### src/rtl/dffsre_bank_ctrl_if.sv
// Request, completion and bank-pin bundle for dffsre_bank_ctrl.
// The slave modport is the controller; the master modport is the requesters plus the bank.
interface dffsre_bank_ctrl_if #(
    parameter int unsigned W = 10
);
    logic         a_valid;
    logic         a_ready;
    logic [W-1:0] a_data;
    logic         b_valid;
    logic         b_ready;
    logic [W-1:0] b_data;
    logic         clr_req;
    logic         preset_req;
    logic         clr_ack;
    logic         preset_ack;
    logic [W-1:0] bank_q;
    logic [W-1:0] bank_d;
    logic         bank_sel;
    logic         bank_e;
    logic         bank_r;
    logic         bank_s;
    logic         busy;
    logic         err;

    modport slave (
        input  a_valid, a_data, b_valid, b_data, clr_req, preset_req, bank_q,
        output a_ready, b_ready, clr_ack, preset_ack, bank_d, bank_sel, bank_e,
               bank_r, bank_s, busy, err
    );

    modport master (
        output a_valid, a_data, b_valid, b_data, clr_req, preset_req, bank_q,
        input  a_ready, b_ready, clr_ack, preset_ack, bank_d, bank_sel, bank_e,
               bank_r, bank_s, busy, err
    );
endinterface

### src/rtl/dffsre_bank_ctrl.sv
// Sequencer/arbiter for a dffsre flop bank: round-robin writes from two requesters,
// timed clear/preset pulses, and a read-back check of every operation against a shadow copy.
module dffsre_bank_ctrl #(
    parameter int unsigned W           = 10,
    parameter int unsigned HOLD_CYCLES = 2
) (
    input logic                clk,
    input logic                rst,
    dffsre_bank_ctrl_if.slave  bus
);
    localparam int unsigned CntW = (HOLD_CYCLES > 1) ? $clog2(HOLD_CYCLES) : 1;
    localparam logic [CntW-1:0] HoldLoad = CntW'(HOLD_CYCLES - 1);

    typedef enum logic [2:0] {StIdle, StWrite, StClear, StPreset, StCheck} state_e;
    // Remembers what led into CHECK so the right ack fires; OpNone covers the reset clear.
    typedef enum logic [1:0] {OpNone, OpClr, OpPre, OpWr} op_e;

    state_e          state_q, state_d;
    op_e             op_q, op_d;
    logic [CntW-1:0] cnt_q, cnt_d;
    logic [W-1:0]    shadow_q, shadow_d;
    logic [W-1:0]    bank_d_q, bank_d_d;
    logic            rr_q, rr_d;   // 0: A wins a tie, 1: B wins a tie
    logic            err_q, err_d;
    logic            bank_r_q, bank_r_d;
    logic            bank_s_q, bank_s_d;
    logic            a_ready, b_ready, clr_ack, preset_ack, mismatch;
    logic            grant_a, grant_b;

    assign grant_a = bus.a_valid && (!bus.b_valid || !rr_q);
    assign grant_b = bus.b_valid && !grant_a;

    always_comb begin
        state_d    = state_q;
        op_d       = op_q;
        cnt_d      = cnt_q;
        shadow_d   = shadow_q;
        bank_d_d   = bank_d_q;
        rr_d       = rr_q;
        err_d      = err_q;
        a_ready    = 1'b0;
        b_ready    = 1'b0;
        clr_ack    = 1'b0;
        preset_ack = 1'b0;
        mismatch   = 1'b0;
        unique case (state_q)
            StIdle: begin
                if (bus.clr_req) begin
                    state_d = StClear;
                    cnt_d   = HoldLoad;
                    op_d    = OpClr;
                end else if (bus.preset_req) begin
                    state_d = StPreset;
                    cnt_d   = HoldLoad;
                    op_d    = OpPre;
                end else if (grant_a) begin
                    a_ready  = 1'b1;
                    bank_d_d = bus.a_data;
                    shadow_d = bus.a_data;
                    rr_d     = 1'b1;
                    op_d     = OpWr;
                    state_d  = StWrite;
                end else if (grant_b) begin
                    b_ready  = 1'b1;
                    bank_d_d = bus.b_data;
                    shadow_d = bus.b_data;
                    rr_d     = 1'b0;
                    op_d     = OpWr;
                    state_d  = StWrite;
                end
            end
            StWrite: state_d = StCheck;
            StClear: begin
                shadow_d = '0;
                if (cnt_q == '0) state_d = StCheck;
                else             cnt_d   = cnt_q - 1'b1;
            end
            StPreset: begin
                shadow_d = '1;
                if (cnt_q == '0) state_d = StCheck;
                else             cnt_d   = cnt_q - 1'b1;
            end
            StCheck: begin
                mismatch   = (bus.bank_q != shadow_q);
                err_d      = err_q | mismatch;
                clr_ack    = (op_q == OpClr);
                preset_ack = (op_q == OpPre);
                state_d    = StIdle;
            end
            default: state_d = StIdle;
        endcase
        // Pins follow the next state so they are clean flop outputs, never both high.
        bank_r_d = (state_d == StClear);
        bank_s_d = (state_d == StPreset);
    end

    always_ff @(posedge clk or posedge rst) begin
        if (rst) begin
            state_q  <= StClear;
            op_q     <= OpNone;
            cnt_q    <= HoldLoad;
            shadow_q <= '0;
            bank_d_q <= '0;
            rr_q     <= 1'b0;
            err_q    <= 1'b0;
            bank_r_q <= 1'b1;
            bank_s_q <= 1'b0;
        end else begin
            state_q  <= state_d;
            op_q     <= op_d;
            cnt_q    <= cnt_d;
            shadow_q <= shadow_d;
            bank_d_q <= bank_d_d;
            rr_q     <= rr_d;
            err_q    <= err_d;
            bank_r_q <= bank_r_d;
            bank_s_q <= bank_s_d;
        end
    end

    assign bus.a_ready    = a_ready;
    assign bus.b_ready    = b_ready;
    assign bus.clr_ack    = clr_ack;
    assign bus.preset_ack = preset_ack;
    assign bus.bank_d     = bank_d_q;
    assign bus.bank_sel   = (state_q == StWrite);
    assign bus.bank_e     = (state_q == StWrite);
    assign bus.bank_r     = bank_r_q;
    assign bus.bank_s     = bank_s_q;
    assign bus.busy       = (state_q != StIdle);
    // Mismatch shows during CHECK itself, then stays latched until reset.
    assign bus.err        = err_q | mismatch;
endmodule
### src/flat_wrapper.sv
// flat-port wrapper written by rule: the top's interface ports become plain ports
module dffsre_bank_ctrl_flat 
#(
    parameter int unsigned W           = 10,
    parameter int unsigned HOLD_CYCLES = 2
)
  (clk, rst, bus_a_valid, bus_a_data, bus_b_valid, bus_b_data, bus_clr_req, bus_preset_req, bus_bank_q, bus_a_ready, bus_b_ready, bus_clr_ack, bus_preset_ack, bus_bank_d, bus_bank_sel, bus_bank_e, bus_bank_r, bus_bank_s, bus_busy, bus_err);
  dffsre_bank_ctrl_if #(.W(W)) bus_i ();
  input logic clk;
  input logic rst;
  input wire logic [$bits(bus_i.a_valid)-1:0] bus_a_valid;
  input wire logic [$bits(bus_i.a_data)-1:0] bus_a_data;
  input wire logic [$bits(bus_i.b_valid)-1:0] bus_b_valid;
  input wire logic [$bits(bus_i.b_data)-1:0] bus_b_data;
  input wire logic [$bits(bus_i.clr_req)-1:0] bus_clr_req;
  input wire logic [$bits(bus_i.preset_req)-1:0] bus_preset_req;
  input wire logic [$bits(bus_i.bank_q)-1:0] bus_bank_q;
  output wire logic [$bits(bus_i.a_ready)-1:0] bus_a_ready;
  output wire logic [$bits(bus_i.b_ready)-1:0] bus_b_ready;
  output wire logic [$bits(bus_i.clr_ack)-1:0] bus_clr_ack;
  output wire logic [$bits(bus_i.preset_ack)-1:0] bus_preset_ack;
  output wire logic [$bits(bus_i.bank_d)-1:0] bus_bank_d;
  output wire logic [$bits(bus_i.bank_sel)-1:0] bus_bank_sel;
  output wire logic [$bits(bus_i.bank_e)-1:0] bus_bank_e;
  output wire logic [$bits(bus_i.bank_r)-1:0] bus_bank_r;
  output wire logic [$bits(bus_i.bank_s)-1:0] bus_bank_s;
  output wire logic [$bits(bus_i.busy)-1:0] bus_busy;
  output wire logic [$bits(bus_i.err)-1:0] bus_err;
  assign bus_i.a_valid = bus_a_valid;
  assign bus_i.a_data = bus_a_data;
  assign bus_i.b_valid = bus_b_valid;
  assign bus_i.b_data = bus_b_data;
  assign bus_i.clr_req = bus_clr_req;
  assign bus_i.preset_req = bus_preset_req;
  assign bus_i.bank_q = bus_bank_q;
  assign bus_a_ready = bus_i.a_ready;
  assign bus_b_ready = bus_i.b_ready;
  assign bus_clr_ack = bus_i.clr_ack;
  assign bus_preset_ack = bus_i.preset_ack;
  assign bus_bank_d = bus_i.bank_d;
  assign bus_bank_sel = bus_i.bank_sel;
  assign bus_bank_e = bus_i.bank_e;
  assign bus_bank_r = bus_i.bank_r;
  assign bus_bank_s = bus_i.bank_s;
  assign bus_busy = bus_i.busy;
  assign bus_err = bus_i.err;
  dffsre_bank_ctrl #(.W(W), .HOLD_CYCLES(HOLD_CYCLES)) u_core (.clk(clk), .rst(rst), .bus(bus_i));
endmodule
### config.mk
export PLATFORM = sky130hd
export DESIGN_NAME = dffsre_bank_ctrl_flat
export DESIGN_NICKNAME = d
export VERILOG_FILES = /design/src/rtl/dffsre_bank_ctrl_if.sv /design/src/rtl/dffsre_bank_ctrl.sv /design/src/flat_wrapper.sv
export SDC_FILE = /design/constraint.sdc
export NUM_CORES = 1
export LEC_CHECK = 0
export CAP_MARGIN = 25
export CORE_MARGIN = 8
export CORE_UTILIZATION = 31
export CTS_CLUSTER_SIZE = 8
export DETAILED_ROUTE_END_ITERATION = 10
export GPL_ROUTABILITY_DRIVEN = 0
export MAX_ROUTING_LAYER = met4
export SLEW_MARGIN = 10
export SYNTH_ARGS = -nofsm -noshare
export SYNTH_HDL_FRONTEND = slang
export SYNTH_SLANG_ARGS = --single-unit
### constraint.sdc
create_clock -name clk -period 2.9 [get_ports clk]
set_input_delay 0.435 -clock clk [delete_from_list [all_inputs] [get_ports clk]]
set_output_delay 0.435 -clock clk [all_outputs]
set_load 0.02 [all_outputs]
==> results.py, run 1 <==
metrics = {
    "floorplanning": {
        "initial_utilization_pct": 32.10,
        "coreArea_um2": 5075,
        "die_y_um": 88.49,
        "die_w_um": 88.49,
        "io-pin-count": 56,
        "die-area_um2": 7830,
        "num_rows": 26,
    },
    "finish": {
        "seq_area_um2": 754.5,
        "area_growth_syn_to_layout_pct": 45.16,
        "finish.utilization_pct": 46.60,
        "finalNonFillerCells": 298,
        "layout.nets": 263,
        "final_layout_size_suffix_gt1_share_pct": 9.211,
        "n_fill_cell": 524,
        "multiInputGateArea_um2": 803.3,
        "layout_commonest_cell": "clkdlybuf4s50_1",
        "mostFrequentLayoutCells": "55 x clkdlybuf4s50_1, 32 x o21ai_0, 27 x dfrtp_1, 14 x nand2_1, 11 x and2_1",
        "n_antenna_cell": 0,
    },
    "min_path": {
        "hold_class": "reg -> reg",
    },
    "place": {
        "dp.cells": 290,
        "post-place-ws_ns": 0.4047,
        "dp_hpwl_um": 3406,
        "port_buffers": 55,
    },
    "timing": {
        "slew_violations": 0,
        "tns_ns": 0,
        "clock_skew_ns": 0.003853,
        "fmax_mhz": 379.2,
        "fin_crit_sh_pct": 90.93,
        "min_period_ns": 2.637,
        "hold_violations": 0,
        "worst_hold_slack_ns": 0.4733,
        "relSlewSlack_pct": 74.32,
        "rsz0062_at_grt": "no",
        "setup_violations": 0,
        "setup_ws_ns": 0.2629,
        "max_slew.worst_pin.slew_ns": 0.3852,
    },
    "job": {
        "maxCapViolCount": 0,
    },
    "cts": {
        "cts_hold_buf": 0,
        "cts.sinks": 30,
        "h-tree-depth": 2,
        "postCtsSetupBuffers": 0,
        "cts_buffers": 5,
        "ctsResizeCount": 0,
        "clock_tree.buffer_depth": 2,
        "insertion_delay_ns": 0.28,
        "root_buffer": "clkbuf_8",
        "cts_tree": "built",
        "clkTransAtPathRegs_ns": 0.07,
    },
    "grt": {
        "grt-busiest-layer": "met2",
        "grt.met3_usage_pct": 4.178,
        "grt_pass1_wl_um": 7148,
        "grtUsageTotal_pct": 12.02,
        "overflow": 0,
        "grt_max_degree": 31,
        "grt_pass1_vias": 1484,
        "met2_usage_pct": 17.65,
        "grtUsageMet1_pct": 14.92,
        "antenna_found_initial": 0,
    },
    "synthesis": {
        "syn-cell-area_um2": 1629,
        "ys_seq_elements": 30,
        "syn_inst": 170,
        "yosysUniqueCellTypes": 39,
        "yosysWarnings": 0,
        "synth.net_count": 206,
        "avgSynthCellArea_um2": 9.583,
        "ys_seq_area_share_pct": 46.31,
    },
    "routing": {
        "finalWirelength_um": 4376,
        "wire_per_inst_um": 14.68,
        "drt_iter0_drc": 48,
        "ant_nets": 0,
        "drc": 0,
        "viasPerCell": 4.765,
        "drt_first_pass_iters": 4,
        "via_count": 1420,
    },
    "power_and_ir_drop": {
        "leakagePower_nw": 0.9478,
        "cellPowerDensity_nw_per_um2": 880.2,
        "peakVddDrop_uv": 322.3,
    },
    "run_status": {
        "outcome": "finished clean",
    },
    "worst_setup_path": {
        "critPathLaunchType": "flip-flop",
        "required_ns": 2.47,
        "end_kind": "output pin",
        "path_max_fanout": 6,
        "crit_type": "reg -> out",
        "arrival_ns": 2.20,
    },
}
==> routing by layer <==
metal | routed length (µm) | vias up | share of wire (%)
met1 | 2041 | 658 | 47
li1 | - | 721 | -
met4 | 61 | 0 | 1.4
met3 | 262 | 6 | 6.0
met5 | 0 | - | 0
met2 | 2011 | 35 | 46
==> cells in the mapped netlist, drive strengths merged <==
cell type | count | area share [%]
nor3 | 4 | 1.9
o21a | 1 | 0.46
buf | 6 | 2.3
mux2i | 10 | 6.1
o21ai | 32 | 9.8
or3 | 2 | 0.77
nor2 | 5 | 1.2
a31oi | 1 | 0.38
and2 | 11 | 4.2
dfrtp | 27 | 41
a22o | 1 | 0.54
nor3b | 2 | 0.92
a21oi | 4 | 1.5
a21boi | 1 | 0.46
inv | 3 | 0.69
dfstp | 3 | 4.8
nor2b | 2 | 0.77
o21bai | 2 | 0.92
a2bb2oi | 1 | 0.54
a21bo | 1 | 0.61
nand3b | 1 | 0.46
and3 | 1 | 0.38
o32ai | 10 | 5.4
xnor2 | 10 | 5.4
nand2b | 2 | 0.77
or2b | 1 | 0.46
nand4 | 1 | 0.38
nand2 | 14 | 3.2
o211ai | 1 | 0.46
clkbuf | 5 | 1.2
clkinv | 1 | 0.23
nand3 | 3 | 0.92
nor4 | 1 | 0.38
==> flip-flops by register name (all words and copies together) (netlist names) <==
signal             flops
u_core.bus.bank_r      1
u_core.shadow_q       10
u_core.state_q         3
u_core.err_q           1
u_core.rr_q            1
u_core.bus.bank_s      1
u_core.cnt_q           1
u_core.bus.bank_d     10
u_core.op_q            2
==> report_power, final <==
group	switching (mW)	total (mW)	internal, mW
logic	0.461	0.905	0.444
registers	0.149	0.766	0.617
clock network	0.159	0.411	0.252
==> path summary, 6_finish.rpt <==
| path | endpoint | from | slack (ns) | cells after the start |
|---|---|---|---|---|
| max in group asynchronous | u_core.bus.bank_r$_DFF_PP1_ | rst | 2.05 | 3 |
| min in group asynchronous | u_core.rr_q$_DFFE_PP0P_ | rst | 0.53 | 3 |
| setup / recovery | bus_b_ready | u_core.state_q[0]$_DFF_PP0_ | 0.26 | 6 |
| hold / removal | u_core.err_q$_DFFE_PP0P_ | u_core.err_q$_DFFE_PP0P_ | 0.47 | 1 |
| hold reg to reg | u_core.err_q$_DFFE_PP0P_ | u_core.err_q$_DFFE_PP0P_ | 0.47 | 1 |
| setup reg to reg | u_core.shadow_q[1]$_DFFE_PP0P_ | u_core.state_q[2]$_DFF_PP0_ | 1.22 | 5 |
==> cells by family (layout without fill, tap and decap cells) <==
family,Yosys count,in the layout,share of synthesized area [%]
muxes,10,10,6.145
and+or+nand+nor,50,50,16.74
DFF,30,30,46.31
buffers and inverters,15,73,4.377
xor gates and xnor gates,10,10,5.376
AOI/OAI and AO/OA,55,55,21.04
==> worst max-delay path, cell delays in order (launching register included) <==
cell	delay [ns]
dfrtp_1	0.47
nor3_4	0.34
inv_2	0.10
nor3_1	0.21
nand2_1	0.10
nor2_1	0.09
clkdlybuf4s50_1	0.61
==> metrics by stage <==
stage	area [µm²]	total power, mW
global placement	2256	1.680
CTS	2365	2.108
global route	2365	2.236
finish	2365	2.082
detailed placement	2256	1.688
floorplan	1629	1.317
==> layout make-up <==
| cell class | instances | share of cell area (%) |
|---|---|---|
| clock buffers | 5 | 2.910 |
| repair buffers | 61 | 25.19 |
| inverters | 4 | 0.6349 |
| well taps | 70 | 3.704 |
| flip-flops and latches | 30 | 31.90 |
| clock inverters | 3 | 1.693 |
| multi-input cells | 125 | 33.97 |
Power figures use the tool's default switching activity.
==> run 2: changes to the inputs <==
- CTS_CLUSTER_DIAMETER: default -> 50
- HOLD_SLACK_MARGIN: default -> 0.08
==> results of run 2 <==
Final layout, timing and power as in run 1 (identical DEF).
